===== config.mk =====
export PLATFORM = sky130hd
export DESIGN_NAME = booth_mul_arbiter_flat
export DESIGN_NICKNAME = d
export VERILOG_FILES = /design/src/rtl/booth_mul_arbiter_if.sv /design/src/rtl/booth_mul_arbiter.sv /design/src/flat_wrapper.sv
export SDC_FILE = /design/constraint.sdc
export NUM_CORES = 1
export LEC_CHECK = 0
export CAP_MARGIN = 15
export CORE_AREA = 3 3 178 180
export DETAILED_ROUTE_END_ITERATION = 12
export DIE_AREA = 0 0 181 183
export PLACE_DENSITY_LB_ADDON = 0.05
export REMOVE_ABC_BUFFERS = 1
export SLEW_MARGIN = 20
export SYNTH_ARGS = -nofsm -noshare
export SYNTH_HDL_FRONTEND = slang
export SYNTH_SLANG_ARGS = --single-unit

===== constraint.sdc =====
create_clock -name CLK -period 6.8 [get_ports CLK]
set_input_delay 1.36 -clock CLK [delete_from_list [all_inputs] [get_ports CLK]]
set_output_delay 1.36 -clock CLK [all_outputs]
set_load 0.02 [all_outputs]

===== src/rtl/booth_mul_arbiter_if.sv =====
// Requester and multiplier bus for the Booth multiplier arbiter.
// slave = the arbiter; master = whoever drives requests and models the multiplier.
interface booth_mul_arbiter_if #(
    parameter int unsigned N_REQ = 4,
    parameter int unsigned W     = 32
);
    logic [N_REQ-1:0]   req;
    logic [N_REQ*W-1:0] a_in;
    logic [N_REQ*W-1:0] b_in;
    logic [N_REQ-1:0]   gnt;
    logic [N_REQ-1:0]   done;
    logic [2*W-1:0]     result;
    logic               err;
    logic               busy;
    logic [W-1:0]       mul_a;
    logic [W-1:0]       mul_b;
    logic               mul_beg;
    logic [2*W-1:0]     mul_c;
    logic               mul_finish;

    modport slave (
        input  req, a_in, b_in, mul_c, mul_finish,
        output gnt, done, result, err, busy, mul_a, mul_b, mul_beg
    );

    modport master (
        output req, a_in, b_in, mul_c, mul_finish,
        input  gnt, done, result, err, busy, mul_a, mul_b, mul_beg
    );
endinterface


===== src/rtl/booth_mul_arbiter.sv =====
// Round-robin arbiter sharing one multi-cycle signed Booth multiplier among N_REQ requesters,
// with a RUN watchdog and a stale-finish guard.
module booth_mul_arbiter #(
    parameter int unsigned N_REQ   = 4,
    parameter int unsigned W       = 32,
    parameter int unsigned TIMEOUT = 64,
    parameter int unsigned MIN_RUN = 2
) (
    input logic                CLK,
    input logic                RST,
    booth_mul_arbiter_if.slave bus
);
    localparam int unsigned IDX_W = (N_REQ > 1) ? $clog2(N_REQ) : 1;
    localparam int unsigned SUM_W = IDX_W + 1;
    localparam int unsigned CNT_W = $clog2(TIMEOUT + 1);

    typedef enum logic [1:0] {StIdle, StLoad, StRun, StDone} state_e;

    state_e             state_q, state_d;
    logic [IDX_W-1:0]   rr_ptr_q, owner_q, winner, rr_next;
    logic [SUM_W-1:0]   cand;
    logic               found;
    logic [W-1:0]       a_sel, b_sel;
    logic [CNT_W-1:0]   run_cnt_q;
    logic [W-1:0]       mul_a_q, mul_b_q;
    logic [2*W-1:0]     result_q;
    logic               err_q;
    logic               fin_ok, tmo;
    logic [N_REQ-1:0]   owner_oh;

    // Early finish flags may be left over from the previous operation, so ignore them.
    assign fin_ok = bus.mul_finish && (run_cnt_q >= CNT_W'(MIN_RUN));
    assign tmo    = (run_cnt_q == CNT_W'(TIMEOUT - 1));

    // First request at or after rr_ptr, searching upward with wrap.
    always_comb begin
        winner = '0;
        found  = 1'b0;
        cand   = '0;
        for (int unsigned i = 0; i < N_REQ; i++) begin
            cand = {1'b0, rr_ptr_q} + SUM_W'(i);
            if (cand >= SUM_W'(N_REQ)) cand = cand - SUM_W'(N_REQ);
            if (!found && bus.req[cand[IDX_W-1:0]]) begin
                found  = 1'b1;
                winner = cand[IDX_W-1:0];
            end
        end
        a_sel = '0;
        b_sel = '0;
        for (int unsigned i = 0; i < N_REQ; i++) begin
            if (winner == IDX_W'(i)) begin
                a_sel = bus.a_in[i*W +: W];
                b_sel = bus.b_in[i*W +: W];
            end
        end
        rr_next = (winner == IDX_W'(N_REQ - 1)) ? '0 : winner + 1'b1;
    end

    always_ff @(posedge CLK or posedge RST) begin
        if (RST) state_q <= StIdle;
        else     state_q <= state_d;
    end

    always_comb begin
        state_d = state_q;
        unique case (state_q)
            StIdle:  if (found) state_d = StLoad;
            StLoad:  state_d = StRun;
            StRun:   if (fin_ok || tmo) state_d = StDone;
            StDone:  state_d = StIdle;
            default: state_d = StIdle;
        endcase
    end

    always_ff @(posedge CLK or posedge RST) begin
        if (RST) begin
            rr_ptr_q  <= '0;
            owner_q   <= '0;
            run_cnt_q <= '0;
            mul_a_q   <= '0;
            mul_b_q   <= '0;
            result_q  <= '0;
            err_q     <= 1'b0;
        end else begin
            unique case (state_q)
                StIdle: begin
                    if (found) begin
                        mul_a_q  <= a_sel;
                        mul_b_q  <= b_sel;
                        owner_q  <= winner;
                        rr_ptr_q <= rr_next;
                    end
                end
                StLoad: run_cnt_q <= '0;
                StRun: begin
                    run_cnt_q <= run_cnt_q + 1'b1;
                    if (fin_ok) begin
                        result_q <= bus.mul_c;
                        err_q    <= 1'b0;
                    end else if (tmo) begin
                        result_q <= '0;
                        err_q    <= 1'b1;
                    end
                end
                default: ;
            endcase
        end
    end

    always_comb begin
        owner_oh          = '0;
        owner_oh[owner_q] = 1'b1;
        bus.gnt           = '0;
        bus.done          = '0;
        bus.err           = 1'b0;
        bus.busy          = (state_q != StIdle);
        bus.mul_beg       = (state_q == StRun);
        unique case (state_q)
            StLoad: bus.gnt = owner_oh;
            StDone: begin
                bus.done = owner_oh;
                bus.err  = err_q;
            end
            default: ;
        endcase
    end

    assign bus.mul_a  = mul_a_q;
    assign bus.mul_b  = mul_b_q;
    assign bus.result = result_q;
endmodule


===== src/flat_wrapper.sv =====
// flat-port wrapper written by rule: the top's interface ports become plain ports
module booth_mul_arbiter_flat 
#(
    parameter int unsigned N_REQ   = 4,
    parameter int unsigned W       = 32,
    parameter int unsigned TIMEOUT = 64,
    parameter int unsigned MIN_RUN = 2
)
  (CLK, RST, bus_req, bus_a_in, bus_b_in, bus_mul_c, bus_mul_finish, bus_gnt, bus_done, bus_result, bus_err, bus_busy, bus_mul_a, bus_mul_b, bus_mul_beg);
  booth_mul_arbiter_if #(.N_REQ(N_REQ), .W(W)) bus_i ();
  input logic CLK;
  input logic RST;
  input wire logic [$bits(bus_i.req)-1:0] bus_req;
  input wire logic [$bits(bus_i.a_in)-1:0] bus_a_in;
  input wire logic [$bits(bus_i.b_in)-1:0] bus_b_in;
  input wire logic [$bits(bus_i.mul_c)-1:0] bus_mul_c;
  input wire logic [$bits(bus_i.mul_finish)-1:0] bus_mul_finish;
  output wire logic [$bits(bus_i.gnt)-1:0] bus_gnt;
  output wire logic [$bits(bus_i.done)-1:0] bus_done;
  output wire logic [$bits(bus_i.result)-1:0] bus_result;
  output wire logic [$bits(bus_i.err)-1:0] bus_err;
  output wire logic [$bits(bus_i.busy)-1:0] bus_busy;
  output wire logic [$bits(bus_i.mul_a)-1:0] bus_mul_a;
  output wire logic [$bits(bus_i.mul_b)-1:0] bus_mul_b;
  output wire logic [$bits(bus_i.mul_beg)-1:0] bus_mul_beg;
  assign bus_i.req = bus_req;
  assign bus_i.a_in = bus_a_in;
  assign bus_i.b_in = bus_b_in;
  assign bus_i.mul_c = bus_mul_c;
  assign bus_i.mul_finish = bus_mul_finish;
  assign bus_gnt = bus_i.gnt;
  assign bus_done = bus_i.done;
  assign bus_result = bus_i.result;
  assign bus_err = bus_i.err;
  assign bus_busy = bus_i.busy;
  assign bus_mul_a = bus_i.mul_a;
  assign bus_mul_b = bus_i.mul_b;
  assign bus_mul_beg = bus_i.mul_beg;
  booth_mul_arbiter #(.N_REQ(N_REQ), .W(W), .TIMEOUT(TIMEOUT), .MIN_RUN(MIN_RUN)) u_core (.CLK(CLK), .RST(RST), .bus(bus_i));
endmodule

### Word level (Yosys, flattened, before mapping)

Index checks and enable logic that the tools add are counted.

* bits in registers: 142
* input bits: 327
* word-level logic and storage cells: 96

* reduce and logical (&&, ||, !) cells: 17
* $add $sub $neg: 9
* equality and inequality tests: 9
* muxes and demuxes: 42
* order comparisons: 11

Operators with widths (count)
* $mux 32: 8
* $mux 64: 2
* $mux 2: 11
* $lt 2x3->1 const B: 5
* $pmux 7 s2: 1
* $mux 1: 12
* $ge 3x3->1 const B: 3
* $bmux 1 s2: 4
* $eq 2x2->1 const B: 4
* $mux 4: 2
* $pmux 2 s4: 1
* $sub 2x1->2 const B: 4
* $add 7x1->7 const B: 1
* $eq 7x6->1 const B: 1
* $ge 7x2->1 const B: 1
* $add 2x2->3 const B: 2
* $reduce_and 2->1: 3
* $reduce_bool 2->1: 3
* $logic_and 1x1->1: 5
* $eq 2x1->1 const B: 2
* $logic_not 2->1: 2
* $ne 2x1->1 const B: 2
* $add 2x1->3 const B: 1
* $ge 2x3->1 const B: 1
* other kinds (5): 7

### Longest topological paths before layout

* depth in word-level cells: 19
* mapped depth: 11
* depth with buffers taken out: 9

### Worst setup path before layout

OpenSTA, ideal clock, no wires.

* path type: input-to-reg
* start point: input bus_req[2]
* end point: register u_core.mul_b_q[30], in the netlist u_core.bus.mul_b[30]
* stages: 11
* data required time: 6673 ps
* setup slack: 3612 ps
* library setup time: 127 ps
* path buffers: 2
* arrival time: 3061 ps
* cell sequence: mux2i_1 > nor2_1 > nor3_1 > inv_1 > ha_1 > buf_2 > clkbuf_1 > a21oi_1 > o21ai_0 > a221oi_1 > nor2_1

* cells in the longest elaborated chain, start to end: 17
* elaborated cells on any way between the ends: 31

Ends and longest elaborated chain
* start: declaration: line flat_wrapper.sv:13 `input wire logic [$bits(bus_i.req)-1:0] bus_req;`
* $bmux 1 s2: line booth_mul_arbiter.sv:43 `if (!found && bus.req[cand[IDX_W-1:0]]) begin`
* $mux 1 (not written as such): line booth_mul_arbiter.sv:43
* $mux 1: line booth_mul_arbiter.sv:43
* $logic_not 1->1: line booth_mul_arbiter.sv:43
* $logic_and 1x1->1: line booth_mul_arbiter.sv:43
* $mux 1: line booth_mul_arbiter.sv:43
* $logic_not 1->1: line booth_mul_arbiter.sv:43
* $logic_and 1x1->1: line booth_mul_arbiter.sv:43
* $mux 1: line booth_mul_arbiter.sv:43
* $logic_not 1->1: line booth_mul_arbiter.sv:43
* $logic_and 1x1->1: line booth_mul_arbiter.sv:43
* $mux 2 *: line booth_mul_arbiter.sv:43
* named net u_core.winner[0]: line booth_mul_arbiter.sv:20 `logic [IDX_W-1:0] rr_ptr_q, owner_q, winner, rr_next;`
* $logic_not 2->1: line booth_mul_arbiter.sv:51 `if (winner == IDX_W'(i)) begin`
* $mux 32 (3 in series): line booth_mul_arbiter.sv:51
* $mux 32 *: line booth_mul_arbiter.sv:51
* end signal: assignment: line booth_mul_arbiter.sv:89 `mul_b_q <= b_sel;`
* end: declaration: line booth_mul_arbiter.sv:25 `logic [W-1:0] mul_a_q, mul_b_q;`

Mark *: on every way through the listed nets, which the timed path passes. The rest lies on a longest branch. The select of a mux whose other input is x is not followed.
A chain may end at the register's enable or synchronous reset.

### Final worst setup path

* start point: input bus_req[0]
* end point: register u_core.mul_a_q[25], in the netlist u_core.bus.mul_a[25]

* cells in the longest elaborated chain, start to end: 17
* elaborated cells on any way between the ends: 31

Ends and longest elaborated chain
* $bmux 1 s2: line booth_mul_arbiter.sv:43
* $mux 1 (not written as such): line booth_mul_arbiter.sv:43
* $mux 1: line booth_mul_arbiter.sv:43
* $logic_not 1->1: line booth_mul_arbiter.sv:43
* $logic_and 1x1->1: line booth_mul_arbiter.sv:43
* $mux 1: line booth_mul_arbiter.sv:43
* $logic_not 1->1: line booth_mul_arbiter.sv:43
* $logic_and 1x1->1: line booth_mul_arbiter.sv:43
* $mux 1: line booth_mul_arbiter.sv:43
* $logic_not 1->1: line booth_mul_arbiter.sv:43
* $logic_and 1x1->1: line booth_mul_arbiter.sv:43
* $mux 2 *: line booth_mul_arbiter.sv:43
* named net u_core.winner[0]: line booth_mul_arbiter.sv:20
* $logic_not 2->1: line booth_mul_arbiter.sv:51
* $mux 32 (3 in series): line booth_mul_arbiter.sv:51
* $mux 32 *: line booth_mul_arbiter.sv:51
* end signal: assignment: line booth_mul_arbiter.sv:88 `mul_a_q <= a_sel;`
* end: declaration: line booth_mul_arbiter.sv:25

Marks and branches as above.

==> impl_results.md <==
* Syn Inst Count at between 700 and 800
* Peak VDD IR at 216 µV
* Max FO, Critical Path at 37
* Io pins at 466
* Final clock skew at 0.0218 ns
* Crit path cell chain: clkdlybuf4s50_1 > mux2i_1 > nor2_1 > nor3_1 > ha_2 > buf_4 > a221oi_1 > a211o_1 > a21oi_1
* RSZ-0062 raised after global routing: no
* F_max at ~0.23 GHz
* Die area at 33,100 µm²
* Gate power share at 56.2%
* Syn. warnings at 0
* R2R depth at 8
* Multi-input logic area at between 3000 and 4000 µm²
* Overall Global Routing Usage at 19.7%
* Clock group share of total power at between 10% and 20%
* PortBufs at 465
* Clock slew at reported path FFs at 0.07 ns
* Final Power at roughly 5.5 mW
* P_int at ~3.2 mW
* RePlAce Congestion at 0.777
* Detail Route Antenna Nets at 0
* Switching share of power at a little over two fifths
* Die width at 181 µm
* Max-slew violations at 0
* Reg area at 3550 µm²
* Setup-failing EPs final at 0
* Post-synth top area cell: dfrtp_1
* Crit path max-delay family: buffers and inverters
* Worst slew margin at between 40 and 50%
* Vias per inst at approximately 4.8
* Distinct cells, synth at 38
* Residual DRC at 0
* Post-Route WL at roughly 34,000 µm
* WL/cell at 21.6 µm
* Seq pwr share at about a quarter
* Net Switching at 2.35 mW
* Vias in the first global route at between 7k and 8k
* Critical R2R Capture: u_core.bus.mul_a[25]
* Initial antenna violation count at 4
* First-pass GRT wire length at roughly 50,000 µm
* Vias at ~7.7k
* Setup WS pre-CTS at between 1.5 and 2 ns
* Root Driver: clkbuf_16
* Final #Nets at about 1.5k
* CTS Sinks at 142
* Final worst-path cycle share at between 60% and 70%
* Critical Path Source: bus_req[0]
* Dpl hpwl at 24,100 µm
* Stages on the worst setup path at 9
* Slowest CP cell: ha_2
* Row cnt at between 60 and 70
* Crit path buffers/inverters at 2
* Core Area at roughly 30,000 µm²
* FILL cells at between 2k and 3k
* Inserted Clock Buffers at 17
* Synthesis-to-layout area growth at 74.2%
* Final TNS setup at 0 ns
* Sequential share of the synthesized area at 48.2%
* DRT Pass-1 Iters at 6
* Most common cell after layout, fill and taps aside: clkdlybuf4s50_1
* Top cells by area, synth: dfrtp_1 (48%), a21oi_1 (9.1%), a22o_1 (7.7%)
* Post-CTS setup repair buffer count at 0
* Final Hold Viols at 0
* Arr. time, crit path at between 4 and 5 ns
* Tightest Hold Check Type: reg2reg
* Worst slew pin tran at just under 0.9 ns
* Hold Buf Count CTS at 0
* Crit Reg-Reg Startpoint: u_core.rr_ptr_q[1]
* R2r setup slk at between 3 and 4 ns
* Worst skew pair latency at around 0.42 ns
* Startpoint Class: input port
* CP max stage delay at around 0.8 ns
* Initial Util at about 24%
* Congestion Overflow GR at 0
* Synth top area share at 48.2%
* CTS tree: done
* Pwr dens at approximately 430 nW/µm²
* Mean Syn Cell Area at roughly 9.8 µm²
* Crit path kind: in2reg
* PostCTS Resize Cnt at 0
* Die Y-Extent at roughly 180 µm
* Commonest non-fill, non-tap cells in the layout: clkdlybuf4s50_1 (465), dfrtp_1 (142), a21oi_1 (134)
* Cell area after synthesis at 7370 µm²
* Worst setup margin at about 2.4 ns
* HP Start: u_core.bus.result[56]
* Share of layout cells above drive strength 1 at 4.55%
* Largest net degree at the start of global routing at a little under 90
* Clock Path Buffers at 2
* Status: complete, no violations
* Final critical-path required period at around 4.4 ns
* Max_cap viols at 0
* Drt initial violations at ~440
* Pleak at 5.48 nW
* Worst path required time at slightly above 7 ns
* Critical path capture point type: register
* Crit path capture: u_core.bus.mul_a[25]
* H-tree lvl count at 4
* Synthesized flop and latch total at between 100 and 150
worst reg2reg max path, delay by kind of cell (launching register included):
family | cells | cell delay [ns]
and+or+nand+nor | 2 | 0.69
DFF | 1 | 0.44
muxes | 1 | 0.21
adders and majority gates | 1 | 0.80
AOI/OAI and AO/OA | 3 | 0.66
buffers and inverters | 1 | 0.55
registers in the layout, summed over array words and instances, names as in the netlist:
signal / cells
u_core.owner_q: 2
u_core.err_q: 1
u_core.bus.mul_a: 32
u_core.bus.result: 64
u_core.rr_ptr_q: 2
u_core.run_cnt_q: 7
u_core.state_q: 2
u_core.bus.mul_b: 32
layer usage:
layer / global-route usage, % / part of all wire, %
met1: 24.5 / 41
met4: 4.42 / 1.4
met5: 0 / 0.15
met2: 33.4 / 50
met3: 6.45 / 8.3
power by group through the flow:
stage / clock, mW / sequential [mW] / combinational, mW
after floorplan: 0 / 1.85 / 1.32
after global placement: 0 / 1.47 / 3.13
after detailed placement: 0 / 1.46 / 3.16
after CTS: 0.982 / 1.46 / 3.16
after global routing: 1.02 / 1.51 / 3.35
final: 0.953 / 1.46 / 3.09
metrics by stage:
step | std cells | area (µm²) | utilization (%) | hold WS [ns]
global route | 1584 | 12800 | 42.3 | 0.514
detailed placement | 1551 | 12200 | 40.3 | 0.482
floorplan | 681 | 6970 | - | 0.454
global placement | 1551 | 12200 | 40.3 | 0.481
CTS | 1583 | 12800 | 42.3 | 0.505
finish | 1585 | 12800 | 42.3 | 0.500
cells in the mapped netlist:
master       n
and3b_1      4
clkbuf_1    36
o21ai_0      6
nor3b_1      3
a22o_1      65
o21ai_4      1
xor2_1       1
nor3_1       2
o21a_1       1
a221oi_1    64
buf_6       14
and2_1       1
nor2_1      71
inv_1       75
nand4_1      1
nor4_2       2
nand2_1     12
nor3_2       1
mux2i_1      2
or3_1        1
and2_4       1
a21boi_2     1
dfrtp_1    142
nor2b_1      2
a2bb2oi_1    1
a22oi_1      1
mux2_1       1
o31a_1       1
nand3_1      2
and3_1       2
ha_1        11
o22ai_1      3
nand2b_1     2
a21oi_1    134
a32o_1       1
a211o_1     63
buf_1        6
buf_2       16
worst min-delay path by stage:
stage                                       end  slack (ns)  depth (start not counted)
after floorplan                    u_core.err_q        0.45                          2
after global placement     u_core.bus.mul_b[30]        0.48                          2
after detailed placement   u_core.bus.result[8]        0.48                          1
after CTS                  u_core.bus.mul_b[30]        0.51                          2
after global routing      u_core.bus.result[55]        0.51                          1
final                     u_core.bus.result[56]        0.50                          1
cell families after synthesis:
logic type | count (synthesis) | share of synthesized area, %
AO/OA/AOI/OAI | 342 | 33.5
buffers and inverters | 147 | 9.19
flip-flops | 142 | 48.2
AND/OR/NAND/NOR | 107 | 6.64
adder cells (fa/ha/maj) | 11 | 1.87
multiplexers | 3 | 0.425
XOR/XNOR | 1 | 0.119
layout make-up:
cell class                 count  share of cell area [%]
timing repair buffer         474                    36.8
antenna                        2                  0.0390
sequential                   142                    27.7
clock inverter                15                    1.26
clock buffer                  17                    3.32
multi-input combinational    464                    24.8
tap                          396                    3.86
inverter                      75                    2.23
Power figures use the tool's default switching activity.
